File: src/rtl/uart_tx_frame_gen.sv
// UART transmitter: start bit, LSB-first data, optional even/odd parity, one stop bit.
// Each bit is held for Prescale clock cycles (0 behaves as 1).
module uart_tx_frame_gen #(
  parameter int DATA_WIDTH     = 8,
  parameter int Prescale_Width = 6
) (
  input  logic                      CLK,
  input  logic                      RST,
  input  logic [DATA_WIDTH-1:0]     P_DATA,
  input  logic                      Data_Valid,
  input  logic                      PAR_EN,
  input  logic                      PAR_TYP,
  input  logic [Prescale_Width-1:0] Prescale,
  output logic                      TX_OUT,
  output logic                      Busy
);

  typedef enum logic [2:0] {
    IDLE,
    START,
    DATA,
    PARITY,
    STOP
  } state_t;

  localparam logic [3:0] BIT_LAST = 4'(DATA_WIDTH - 1);

  state_t                    state_reg;
  logic [Prescale_Width-1:0] edge_cnt_reg;
  logic [Prescale_Width-1:0] prescale_reg;
  logic [3:0]                bit_cnt_reg;
  logic [DATA_WIDTH-1:0]     shift_reg;
  logic                      par_en_reg;
  logic                      par_bit_reg;
  logic                      tx_out_reg;
  logic                      busy_reg;

  logic [DATA_WIDTH:0]       par_chain;
  logic                      parity_in;
  logic [Prescale_Width-1:0] edge_last;
  logic                      bit_end;
  logic [DATA_WIDTH-1:0]     shift_next;

  // Parity of the incoming byte, seeded with PAR_TYP so odd parity inverts it.
  assign par_chain[0] = PAR_TYP;
  generate
    for (genvar gi = 0; gi < DATA_WIDTH; gi++) begin : g_parity
      assign par_chain[gi+1] = par_chain[gi] ^ P_DATA[gi];
    end
  endgenerate
  assign parity_in = par_chain[DATA_WIDTH];

  assign edge_last  = (prescale_reg == '0) ? '0 : prescale_reg - Prescale_Width'(1);
  assign bit_end    = (edge_cnt_reg == edge_last);
  assign shift_next = shift_reg >> 1;

  always_ff @(posedge CLK) begin
    if (RST) begin
      state_reg    <= IDLE;
      edge_cnt_reg <= '0;
      prescale_reg <= '0;
      bit_cnt_reg  <= '0;
      shift_reg    <= '0;
      par_en_reg   <= 1'b0;
      par_bit_reg  <= 1'b0;
      tx_out_reg   <= 1'b1;
      busy_reg     <= 1'b0;
    end else begin
      case (state_reg)
        IDLE: begin
          tx_out_reg <= 1'b1;
          busy_reg   <= 1'b0;
          if (Data_Valid) begin
            shift_reg    <= P_DATA;
            par_en_reg   <= PAR_EN;
            par_bit_reg  <= parity_in;
            prescale_reg <= Prescale;
            edge_cnt_reg <= '0;
            bit_cnt_reg  <= '0;
            tx_out_reg   <= 1'b0;
            busy_reg     <= 1'b1;
            state_reg    <= START;
          end
        end

        START: begin
          if (bit_end) begin
            edge_cnt_reg <= '0;
            tx_out_reg   <= shift_reg[0];
            state_reg    <= DATA;
          end else begin
            edge_cnt_reg <= edge_cnt_reg + Prescale_Width'(1);
          end
        end

        DATA: begin
          if (bit_end) begin
            edge_cnt_reg <= '0;
            bit_cnt_reg  <= bit_cnt_reg + 4'd1;
            shift_reg    <= shift_next;
            if (bit_cnt_reg == BIT_LAST) begin
              if (par_en_reg) begin
                tx_out_reg <= par_bit_reg;
                state_reg  <= PARITY;
              end else begin
                tx_out_reg <= 1'b1;
                state_reg  <= STOP;
              end
            end else begin
              tx_out_reg <= shift_next[0];
            end
          end else begin
            edge_cnt_reg <= edge_cnt_reg + Prescale_Width'(1);
          end
        end

        PARITY: begin
          if (bit_end) begin
            edge_cnt_reg <= '0;
            tx_out_reg   <= 1'b1;
            state_reg    <= STOP;
          end else begin
            edge_cnt_reg <= edge_cnt_reg + Prescale_Width'(1);
          end
        end

        STOP: begin
          // Busy drops with the stop bit's last edge, guaranteeing one IDLE cycle.
          if (bit_end) begin
            edge_cnt_reg <= '0;
            tx_out_reg   <= 1'b1;
            busy_reg     <= 1'b0;
            state_reg    <= IDLE;
          end else begin
            edge_cnt_reg <= edge_cnt_reg + Prescale_Width'(1);
          end
        end

        default: begin
          edge_cnt_reg <= '0;
          tx_out_reg   <= 1'b1;
          busy_reg     <= 1'b0;
          state_reg    <= IDLE;
        end
      endcase
    end
  end

  assign TX_OUT = tx_out_reg;
  assign Busy   = busy_reg;

endmodule

File: config.mk
export PLATFORM = sky130hd
export DESIGN_NAME = uart_tx_frame_gen
export DESIGN_NICKNAME = d
export VERILOG_FILES = /design/src/rtl/uart_tx_frame_gen.sv
export SDC_FILE = /design/constraint.sdc
export NUM_CORES = 1
export LEC_CHECK = 0
export BUFFER_PORTS_ARGS = -buffer_cell sky130_fd_sc_hd__buf_2
export CORE_MARGIN = 1
export CORE_UTILIZATION = 56
export DETAILED_ROUTE_END_ITERATION = 6
export GPL_ROUTABILITY_DRIVEN = 0
export PLACE_DENSITY = 0.77
export SLEW_MARGIN = 5
export SYNTH_ARGS = -nofsm -noshare
export SYNTH_HDL_FRONTEND = slang
export SYNTH_SLANG_ARGS = --single-unit
File: constraint.sdc
create_clock -name CLK -period 3.4 [get_ports CLK]
set_clock_uncertainty 0.1 [all_clocks]
set_input_delay 0 -clock CLK [delete_from_list [all_inputs] [get_ports CLK]]
set_output_delay 0 -clock CLK [all_outputs]
set_load 0.02 [all_outputs]
[Word level (Yosys, flattened, before mapping)]
Index checks and enable logic that the tools add are counted.
Word-level totals
  bits in registers: 31
  bits of input ports: 19
  word-level logic and storage cells: 73
Cells by class
  $add $sub $neg: 3
  equal/unequal tests: 13
  multiplexer cells: 28
  bitwise operators: 9
  reduce and logical (&&, ||, !) cells: 11
Operators by type and width (count)
  3-bit two-way mux: 7
  6-bit two-way mux: 3
  8-bit two-way mux: 2
  8-bit case mux with 2 select lines: 1
  3-bit case mux with 5 select lines: 1
  2-bit != test (second input constant): 6
  6-bit case mux with 2 select lines: 1
  1-bit two-way mux: 8
  4-bit two-way mux: 2
  4-bit case mux with 2 select lines: 1
  1-bit bitwise XOR: 8
  6-bit by 1-bit adder with 6-bit output (second input constant): 1
  3-bit by 2-bit == test with 1-bit output (second input constant): 2
  6-bit == test: 1
  6-bit logical NOT: 1
  3-bit AND reduction: 2
  6-bit AND reduction: 1
  6-bit by 1-bit subtractor with 6-bit output (second input constant): 1
  4-bit by 1-bit adder with 4-bit output (second input constant): 1
  4-bit by 3-bit == test with 1-bit output (second input constant): 1
  1-bit case mux with 4 select lines: 1
  2-bit AND reduction: 2
  4-bit OR reduction: 1
  3-bit by 1-bit == test with 1-bit output (second input constant): 1
  8 further kinds: 8

[Depth between registers and ports, before layout]
Gate-level depths: netlist of run 1.
  word-level depth: 8
  mapped depth: 10
  gate-level depth less buffers: 8

[Least setup slack after synthesis of run 1]
Ideal clock, no wire load.
  path kind: register to register
  start: register prescale_reg[0]
  end: register bit_cnt_reg[3]
  library setup time: 0.133 ns
  arrival: 2.388 ns
  data required time: 3.167 ns
  setup slack: 0.779 ns
  cell stages (with the launch flop): 10
  path buffers: 1
  period minus slack after synthesis: 2.621 ns
  cell sequence: dfxtp_1 > inv_1 > ha_1 > or4b_4 > or4_1 > o211ai_2 > o221ai_2 > clkbuf_1 > o311ai_0 > a31oi_1
Between the ends
  cells in the longest elaborated chain, start to end: 5
  elaborated cells between the ends (all ways): 6
  those cells by class: add/sub (1); eq/ne (2); mux (1); reduce/logical (2)
RTL lines
  from (decl): line 30  | logic [Prescale_Width-1:0] prescale_reg;
  from (signal assigned): line 77  | prescale_reg <= Prescale;
  6-bit by 1-bit subtractor with 6-bit output or 6-bit logical NOT (tied branches): line 53  | assign edge_last = (prescale_reg == '0) ? '0 : prescale_reg - Prescale_Width'(1);
  6-bit two-way mux *: line 53
  6-bit == test *: line 54  | assign bit_end = (edge_cnt_reg == edge_last);
  2-bit != test (no line) *
  3-bit AND reduction (no line) *
  to (signal assigned): line 99  | bit_cnt_reg <= bit_cnt_reg + 4'd1;
  to (decl): line 31  | logic [3:0] bit_cnt_reg;
Every way passes the cells marked *; elsewhere a longest branch is shown, timed or not.
A chain may end at the register's enable or synchronous reset.

[Worst setup path in the final report of run 1]
Ends and elaborated chain as after synthesis.

==> metrics.yaml, run 1 <==
ant_nets: 0
drcViolationCount: 0
status: "finished clean"
path_depth: 8
post_drt_wl_per_cell_um: 14.4
synth_fp_nets: 251
drtPass1Iterations: 4
die_h_um: 59.7
worstMarginPinSlew_ns: 1.07
tns_ns: 0
utilization: 0.704
yosys-top-cells-area: "dfxtp_1, nand2_1, a211oi_1"
dieArea_mm2: 0.00357
dpl.hpwl_um: 2790
via_count: 1793
final_cells: 304
grt_first_pass_wirelength_um: 7470
critPathTopFamily: "simple AND/OR/NAND/NOR gates"
num_antenna_cells: 0
critPathBufInv: 1
clk_pin_slew_ns: 0.09
clock_latency_ns: 0.33
fp.dieW_um: 59.7
crit_fanout: 14
required_ns: 3.57
hold_start: "RST"
root_buffer: "clkbuf_4"
layout.nets: 283
pre_cts_slack_ns: 0.470
crit_arrival_ns: 3.12
setup_ws_ns: 0.448
overflow: 0
peakVddDrop_mv: 0.333
yosys_warnings: 0
synth_most_common_cell: "nand2_1"
num_rows: 20
synthCells: 229
cts-resized-gates: 0
synth.distinct_cells: 48
crit_path_start_kind: "register"
power.total_mw: 1.10
drive_above_1_share: 0.135
slew_violations: 0
dp.cells: 282
async_reset_ff_frac: 0
worstHoldEndpoint: "Busy$_SDFFE_PP0P_"
synth_commonest_cells: "nand2_1, dfxtp_1, nor2_1, a211oi_1, a21oi_1"
finalSetupViolations: 0
path_class: "register to register"
ios: 21
drt_wl_total_um: 4370
placed_area_mm2: 0.00198
syn2layout_area_growth_pct: 17.0
syn_area_per_cell_um2: 8.15
r2r-end: "bit_cnt_reg[3]$_SDFFE_PP0P_"
synth_top_area_frac: 0.332
synthFlopType: "dfxtp_1"
timing.final.crit_share: 0.868
hold_class: "primary input to register"
drt_iter0_markers: 141
ctsLongestPathBuffers: 2
cpMostUsedCell: "nor3_1"
hold_depth: 2
maxCapViolCount: 0
cts_buffers: 5
p_per_area_mw_per_mm2: 504
antenna_found_initial: 0
relSlewSlack: 0.283
rrSetupSlack_ns: 0.45
reg2reg_from: "prescale_reg[0]$_SDFFE_PP0P_"
synthesis.area_mm2: 0.00187
cpPeakStageDelay_ns: 0.58
gr-usage-all-layers: 0.283
ys_ff_latch: 31
synth_seq_area_share: 0.332
crit_slowest_cell: "or4_1"
portBuffers: 20
cts_tree: "done"
core_mm2: 0.00310
synth_largest_area_cell: "dfxtp_1"
period_minus_slack_ns: 2.95
hold_slack_ns: 0.0327
htree_levels: 2
via_per_inst: 5.90
crit_chain: "inv_1 > ha_1 > or4b_4 > nor3_1 > nor3_1 > or3_1 > or4_1 > a31oi_1"
initial_core_util: 0.602
grt_max_degree: 29
synth_edf_count: 0
clock_sinks: 31
grt_pass1_vias: 1684
rsz0062_at_grt: "no"
hold_violations: 0
leakagePower_nw: 0.793
rr_worst_depth: 8
fmaxAchievable_mhz: 339
cp-end-kind: "register"
final_area_mm2: 0.00218
largest_reg_flops: 8
worst max-delay path by stage:
stage	startpoint	to	slack (ns)
CTS	prescale_reg[0]$_SDFFE_PP0P_	bit_cnt_reg[3]$_SDFFE_PP0P_	0.43
detailed placement	prescale_reg[0]$_SDFFE_PP0P_	bit_cnt_reg[3]$_SDFFE_PP0P_	0.47
global placement	prescale_reg[0]$_SDFFE_PP0P_	bit_cnt_reg[3]$_SDFFE_PP0P_	0.56
floorplan	prescale_reg[0]$_SDFFE_PP0P_	bit_cnt_reg[3]$_SDFFE_PP0P_	0.78
global route	prescale_reg[0]$_SDFFE_PP0P_	bit_cnt_reg[3]$_SDFFE_PP0P_	0.30
finish	prescale_reg[0]$_SDFFE_PP0P_	bit_cnt_reg[3]$_SDFFE_PP0P_	0.45
power by group:
| part | internal (mW) | switching (mW) | total [mW] |
|---|---|---|---|
| Combinational | 0.179 | 0.274 | 0.453 |
| Clock | 0.0733 | 0.119 | 0.192 |
| Sequential | 0.411 | 0.0448 | 0.455 |
| Total | 0.663 | 0.437 | 1.10 |
layout make-up:
cell class              count  area (µm²)
multi-input cells         177        1160
fillers                   272         918
flip-flops and latches     31         621
repair buffers             39         283
well taps                  44        55.1
clock buffers               6        41.3
inverters                   7        26.3
metal layers:
metal | vias to the layer above | GRT usage | share of wire | wire [µm]
li1 | 919 | - | - | -
met1 | 822 | 0.361 | 0.46 | 2010
met2 | 38 | 0.454 | 0.48 | 2090
met3 | 14 | 0.0584 | 0.034 | 147
met4 | 0 | 0.140 | 0.026 | 113
met5 | - | 0 | 0 | 0
kinds of logic after synthesis:
family	count (synthesis)	synth area share
and+or+nand+nor	84	0.226
adders and majority gates	3	0.0201
AOI/OAI and AO/OA	66	0.256
muxes	9	0.0483
buffers and inverters	21	0.0469
xor gates and xnor gates	15	0.0704
DFF	31	0.332
placed cells by master, fill, tap and decap left out, types with 3 or more instances in the layout:
| cell type | n |
|---|---|
| o311ai_0 | 5 |
| clkbuf_4 | 5 |
| o2111ai_1 | 4 |
| xnor2_1 | 10 |
| nor2_1 | 19 |
| nor3_1 | 5 |
| ha_1 | 3 |
| a21oi_1 | 15 |
| o211ai_1 | 3 |
| dlygate4sd3_1 | 16 |
| inv_1 | 7 |
| nand3_1 | 5 |
| or4_1 | 5 |
| buf_2 | 20 |
| o21ai_0 | 5 |
| nand2_1 | 32 |
| mux2i_1 | 9 |
| buf_4 | 3 |
| xor2_1 | 5 |
| a211oi_1 | 15 |
| dfxtp_1 | 31 |
timing repair:
action | CTS | global route
setup buffers | 0 | 0
hold buffers | 16 | 0
hold endpoints to repair | 18 | 0
(Power assumes the default switching activity.)
==> inputs of run 2 (changes only) <==
--- a/config.mk
+++ b/config.mk
@@ -10,7 +10,7 @@
 export CORE_UTILIZATION = 56
 export DETAILED_ROUTE_END_ITERATION = 6
 export GPL_ROUTABILITY_DRIVEN = 0
-export PLACE_DENSITY = 0.77
+export PLACE_DENSITY = 0.83
 export SLEW_MARGIN = 5
 export SYNTH_ARGS = -nofsm -noshare
 export SYNTH_HDL_FRONTEND = slang
==> run 2 against run 1 <==
  * Worst hold slack got worse by 0.012 ns
  * Sequential share of layout area rose by 0.098 points
  * Fmax rose by 1.5%
  * Total power fell by 0.79%
  * Largest cell class unchanged
==> metrics.yaml, run 2 (synthesis gave the netlist of run 1 again) <==
root_buffer: "clkbuf_4"
dpl.hpwl_um: 2780  # -0.25%
mostFrequentLayoutCell: "nand2_1"
num_rows: 20  # unchanged
cts_buffers: 5  # unchanged
num_antenna_cells: 0  # unchanged
required_ns: 3.57  # about the same
finalSetupViolations: 0  # unchanged
crit_fanout: 14  # unchanged
overflow: 0  # unchanged
layout.nets: 282  # -0.35%
drt_iter0_markers: 104  # -26%
grt_use_met1: 0.350  # -0.0114
cts_tree: "done"
status: "finished clean"
placed_area_mm2: 0.00198  # -0.38%
peakVddDrop_mv: 0.338  # +1.3%
clock_sinks: 31  # unchanged
busiest_layer: "met2"
initial_core_util: 0.602  # unchanged
clk_pin_slew_ns: 0.10  # about the same
ant_nets: 0  # unchanged
relSlewSlack: 0.325  # +0.0415
fillers: 264  # -2.9%
hold_class: "primary input to register"
dieArea_mm2: 0.00357  # unchanged
met2_usage: 0.456  # +0.00159
fp.dieW_um: 59.7  # unchanged
die_h_um: 59.7  # unchanged
fmaxAchievable_mhz: 344  # +1.5%
worstMarginPinSlew_ns: 0.999  # -0.0723 ns
global_route.usage.met3: 0.0671  # +0.00866
tns_ns: 0  # unchanged
timing.final.crit_share: 0.855  # -0.0129
drt_wl_total_um: 4250  # -2.6%
final_area_mm2: 0.00218  # -0.34%
crit_arrival_ns: 3.08  # -0.04 ns
clock_latency_ns: 0.34  # about the same
syn2layout_area_growth_pct: 16.6
largest_reg_flops: 8  # unchanged
path_class: "register to register"
drtPass1Iterations: 4  # unchanged
drcViolationCount: 0  # unchanged
core_mm2: 0.00310  # unchanged
ctsLongestPathBuffers: 2  # unchanged
rsz0062_at_grt: "no"
crit_path_start_kind: "register"
grt_first_pass_wirelength_um: 7310  # -2.1%
p_per_area_mw_per_mm2: 501  # -0.45%
via_per_inst: 5.93  # +0.61%
final_cell_mix: "nand2_1, dfxtp_1, buf_2"
via_count: 1798  # +0.28%
maxCapViolCount: 0  # unchanged
cpPeakStageDelay_ns: 0.57  # about the same
power.total_mw: 1.09  # -0.79%
ios: 21  # unchanged
cpMostUsedCell: "nor3_1"
crit_slowest_cell: "or4_1"
htree_levels: 2  # unchanged
slew_violations: 0  # unchanged
crit_chain: "inv_1 > ha_1 > or4b_4 > nor3_1 > nor3_1 > or3_1 > or4_1 > a31oi_1"
drive_above_1_share: 0.131  # -0.00334
period_minus_slack_ns: 2.91  # -0.0438 ns
leakagePower_nw: 0.788  # -0.68%
hold_violations: 0  # unchanged
gr-usage-all-layers: 0.277  # -0.00680
grt_max_degree: 29  # unchanged
antenna_found_initial: 0  # unchanged
grt_pass1_vias: 1647  # -2.2%
portBuffers: 20  # unchanged
cp-end-kind: "register"
post_drt_wl_per_cell_um: 14.0  # -2.3%
-- run 2: area by class of cell --
class / instances / area [µm²] / area share
Sequential cell: 31 / 621 / 0.285
Clock buffer: 6 / 41.3 / 0.0190
Inverter: 7 / 26.3 / 0.0121
Tap cell: 44 / 55.1 / 0.0253
Timing Repair Buffer: 38 / 275 / 0.126
Multi-Input combinational cell: 177 / 1160 / 0.532
-- run 2: layer usage --
| layer | up-vias | wire [µm] |
|---|---|---|
| met3 | 9 | 201 |
| met2 | 48 | 2050 |
| met1 | 831 | 1920 |
| met5 | - | 0 |
| li1 | 910 | - |
| met4 | 0 | 79 |
-- run 2: path summary, 6_finish.rpt --
check | startpoint | to | slack, ns | depth (start not counted)
worst max-delay path | prescale_reg[0]$_SDFFE_PP0P_ | bit_cnt_reg[3]$_SDFFE_PP0P_ | 0.49 | 8
worst min-delay path | RST | Busy$_SDFFE_PP0P_ | 0.02 | 2
worst max register to register | prescale_reg[0]$_SDFFE_PP0P_ | bit_cnt_reg[3]$_SDFFE_PP0P_ | 0.49 | 8
worst min register to register | par_bit_reg$_SDFFE_PP0P_ | par_bit_reg$_SDFFE_PP0P_ | 0.35 | 2
-- run 2: repair_timing --
item / 4_1_cts / 5_1_grt
resized for setup: 0 / 0
setup endpoints to repair: 0 / 0
endpoints found under the hold margin: 21 / 0
buffers inserted: 0 / 0
hold buffers: 16 / 0
-- run 2: worst max-delay path: cells and delay by family, from the launching register on --
kind / cells / cell delay, ns
compound gates: 1 / 0.16
fa+ha+maj: 1 / 0.26
buf+inv: 1 / 0.10
simple gates: 5 / 1.86
flops: 1 / 0.37
-- run 2: metrics by stage --
stage | setup WS [ns] | std cells | hold slack, ns | util
after floorplan | 0.779 | 229 | 0.0360 | -
after global placement | 0.566 | 281 | 0.140 | 0.637
after detailed placement | 0.511 | 281 | 0.147 | 0.637
after CTS | 0.488 | 303 | 0.0133 | 0.702
after global routing | 0.237 | 303 | 0.0439 | 0.702
final | 0.492 | 303 | 0.0210 | 0.702
-- run 2: where the power goes --
part           total, mW  switching [mW]  leakage, nW  internal (mW)
Combinational      0.433           0.256        0.510          0.177
Sequential         0.462          0.0517        0.254          0.411
Clock              0.196           0.123       0.0242         0.0734
==> inputs of run 3 (changes only) <==
--- a/config.mk
+++ b/config.mk
@@ -5,9 +5,12 @@
 export SDC_FILE = /design/constraint.sdc
 export NUM_CORES = 1
 export LEC_CHECK = 0
+export ABC_AREA = 0
 export BUFFER_PORTS_ARGS = -buffer_cell sky130_fd_sc_hd__buf_2
+export CORE_ASPECT_RATIO = 2
 export CORE_MARGIN = 1
 export CORE_UTILIZATION = 56
+export CTS_CLUSTER_SIZE = 10
 export DETAILED_ROUTE_END_ITERATION = 6
 export GPL_ROUTABILITY_DRIVEN = 0
 export PLACE_DENSITY = 0.83
==> run 3 against run 2 <==
  * Cell count shrank 3.6%
  * Sequential share of layout area shrank 0.31 points
  * Critical path depth is the same
  * Largest power group unchanged
==> metrics.yaml, run 3 (synthesis gave the netlist of run 1 again) <==
status: "finished clean"
hold_depth: 3  # +1
root_buffer: "clkbuf_8"
drive_above_1_share: 0.146  # +0.0143
grt_first_pass_wirelength_um: 7820  # +6.9%
grt_pass1_vias: 1812  # +10%
ctsLongestPathBuffers: 2  # unchanged
grt_max_degree: 29  # unchanged
num_antenna_cells: 0  # unchanged
rr_worst_depth: 8  # unchanged
critPathBufInv: 1  # unchanged
via_per_inst: 6.29  # +6.1%
tns_ns: 0  # unchanged
peakVddDrop_mv: 0.476  # +41%
layout.nets: 282  # unchanged
crit_slowest_cell: "or4_1"
fillers: 248  # -6.1%
fp.dieW_um: 42.8  # -28%
cts_buffers: 5  # unchanged
htree_levels: 2  # unchanged
overflow: 0  # unchanged
largest_reg_flops: 8  # unchanged
worstMarginPinSlew_ns: 0.969  # -0.0297 ns
cts_tree: "done"
leakagePower_nw: 0.812  # +3.1%
worstHoldEndpoint: "shift_reg[1]$_SDFFE_PP0P_"
drtPass1Iterations: 4  # unchanged
drt_wl_total_um: 4680  # +10%
syn2layout_area_growth_pct: 17.9
maxCapViolCount: 0  # unchanged
finalSetupViolations: 0  # unchanged
r2r-end: "bit_cnt_reg[3]$_SDFFE_PP0P_"
cp-end-kind: "register"
final_cell_mix: "nand2_1, dfxtp_1, buf_2"
clk_pin_slew_ns: 0.07  # -0.03 ns
dieArea_mm2: 0.00358  # +0.39%
hold_violations: 0  # unchanged
relSlewSlack: 0.351  # +0.0268
initial_core_util: 0.591  # -0.0103
path_class: "register to register"
utilization: 0.697  # -0.00443
drt_iter0_markers: 48  # -54%
hold_start: "P_DATA[1]"
gr-usage-all-layers: 0.285  # +0.00798
period_minus_slack_ns: 2.97  # +0.0643 ns
core_mm2: 0.00316  # +1.7%
timing.final.crit_share: 0.874  # +0.0189
required_ns: 3.52  # -0.05 ns
post_drt_wl_per_cell_um: 16.0  # +14%
ant_nets: 0  # unchanged
crit_chain: "inv_1 > ha_1 > or4b_4 > nor3_1 > nor3_1 > or3_1 > or4_1 > a31oi_1"
cpPeakStageDelay_ns: 0.58  # about the same
drcViolationCount: 0  # unchanged
via_count: 1838  # +2.2%
die_h_um: 83.7  # +40%
slew_violations: 0  # unchanged
dpl.hpwl_um: 3120  # +12%
mostFrequentLayoutCell: "nand2_1"
cpMostUsedCell: "nor3_1"
rrSetupSlack_ns: 0.43  # -0.06 ns
rsz0062_at_grt: "no"
reg2reg_from: "prescale_reg[0]$_SDFFE_PP0P_"
critPathTopFamily: "simple AND/OR/NAND/NOR gates"
crit_arrival_ns: 3.09  # about the same
clock_latency_ns: 0.29  # -0.05 ns
hold_class: "primary input to register"
num_rows: 29  # +45%
crit_fanout: 14  # unchanged
clock_sinks: 31  # unchanged
crit_path_start_kind: "register"
ios: 21  # unchanged
portBuffers: 20  # unchanged
antenna_found_initial: 0  # unchanged
fmaxAchievable_mhz: 336  # -2.2%
p_per_area_mw_per_mm2: 543  # +8.4%
## run 3: cell count changes in the layout (fill, tap and decap cells not counted)
cell	change
dlygate4sd3_1	-1
clkbuf_8	+5
clkbuf_1	-1
clkbuf_4	-5
buf_4	+1
clkinv_2	+3
## run 3: worst max path at each step
stage / startpoint / end / slack (ns) / depth (start not counted)
after detailed placement: prescale_reg[0]$_SDFFE_PP0P_ / bit_cnt_reg[3]$_SDFFE_PP0P_ / 0.48 / 8
after CTS: prescale_reg[0]$_SDFFE_PP0P_ / bit_cnt_reg[3]$_SDFFE_PP0P_ / 0.44 / 8
after floorplan: prescale_reg[0]$_SDFFE_PP0P_ / bit_cnt_reg[3]$_SDFFE_PP0P_ / 0.78 / 9
after global placement: prescale_reg[0]$_SDFFE_PP0P_ / bit_cnt_reg[3]$_SDFFE_PP0P_ / 0.55 / 8
after global routing: prescale_reg[0]$_SDFFE_PP0P_ / bit_cnt_reg[3]$_SDFFE_PP0P_ / 0.29 / 8
final: prescale_reg[0]$_SDFFE_PP0P_ / bit_cnt_reg[3]$_SDFFE_PP0P_ / 0.43 / 8
## run 3: worst reg2reg max path, cell delays in order (launching register included)
cell and delay [ns]:
dfxtp_1 0.36, inv_1 0.10, ha_1 0.26, or4b_4 0.51, nor3_1 0.17, nor3_1 0.10
or3_1 0.56, or4_1 0.58, a31oi_1 0.17
## run 3: layout make-up
type | instances | area [µm²] | share of cell area
multi-input cells | 177 | 1160 | 0.526
flip-flops and latches | 31 | 621 | 0.282
repair buffers | 38 | 273 | 0.124
clock buffers | 5 | 68.8 | 0.0313
well taps | 31 | 38.8 | 0.0176
inverters | 7 | 26.3 | 0.0119
clock inverters | 3 | 15.0 | 0.00682
## run 3: per-layer routing
metal,GRT usage,vias up,part of all wire
met5,0,-,0
met4,0.227,0,0.057
met3,0.0433,22,0.025
met2,0.472,47,0.53
met1,0.301,862,0.38
li1,-,907,-
## run 3: stage by stage
step           cell area [µm²]  setup slack (ns)  cells  total power [mW]  hold WS, ns
2_1_floorplan             1870             0.779    229             0.807       0.0360
3_3_place_gp              1970             0.550    269             0.886        0.143
3_5_place_dp              1970             0.477    269             0.895        0.152
4_1_cts                   2200             0.437    292              1.19       0.0329
5_1_grt                   2200             0.295    292              1.26       0.0584
6_report                  2200             0.428    292              1.20       0.0547
## run 3: where the power goes
group | switching, mW | internal, mW
registers | 0.0556 | 0.411
clock network | 0.145 | 0.140
logic | 0.267 | 0.177
total | 0.468 | 0.728
## run 3: timing repair
| action | CTS | global route |
|---|---|---|
| hold buffers | 15 | 0 |
| endpoints found under the hold margin | 15 | 0 |
| resized for setup | 0 | 0 |
| setup buffers | 0 | 0 |
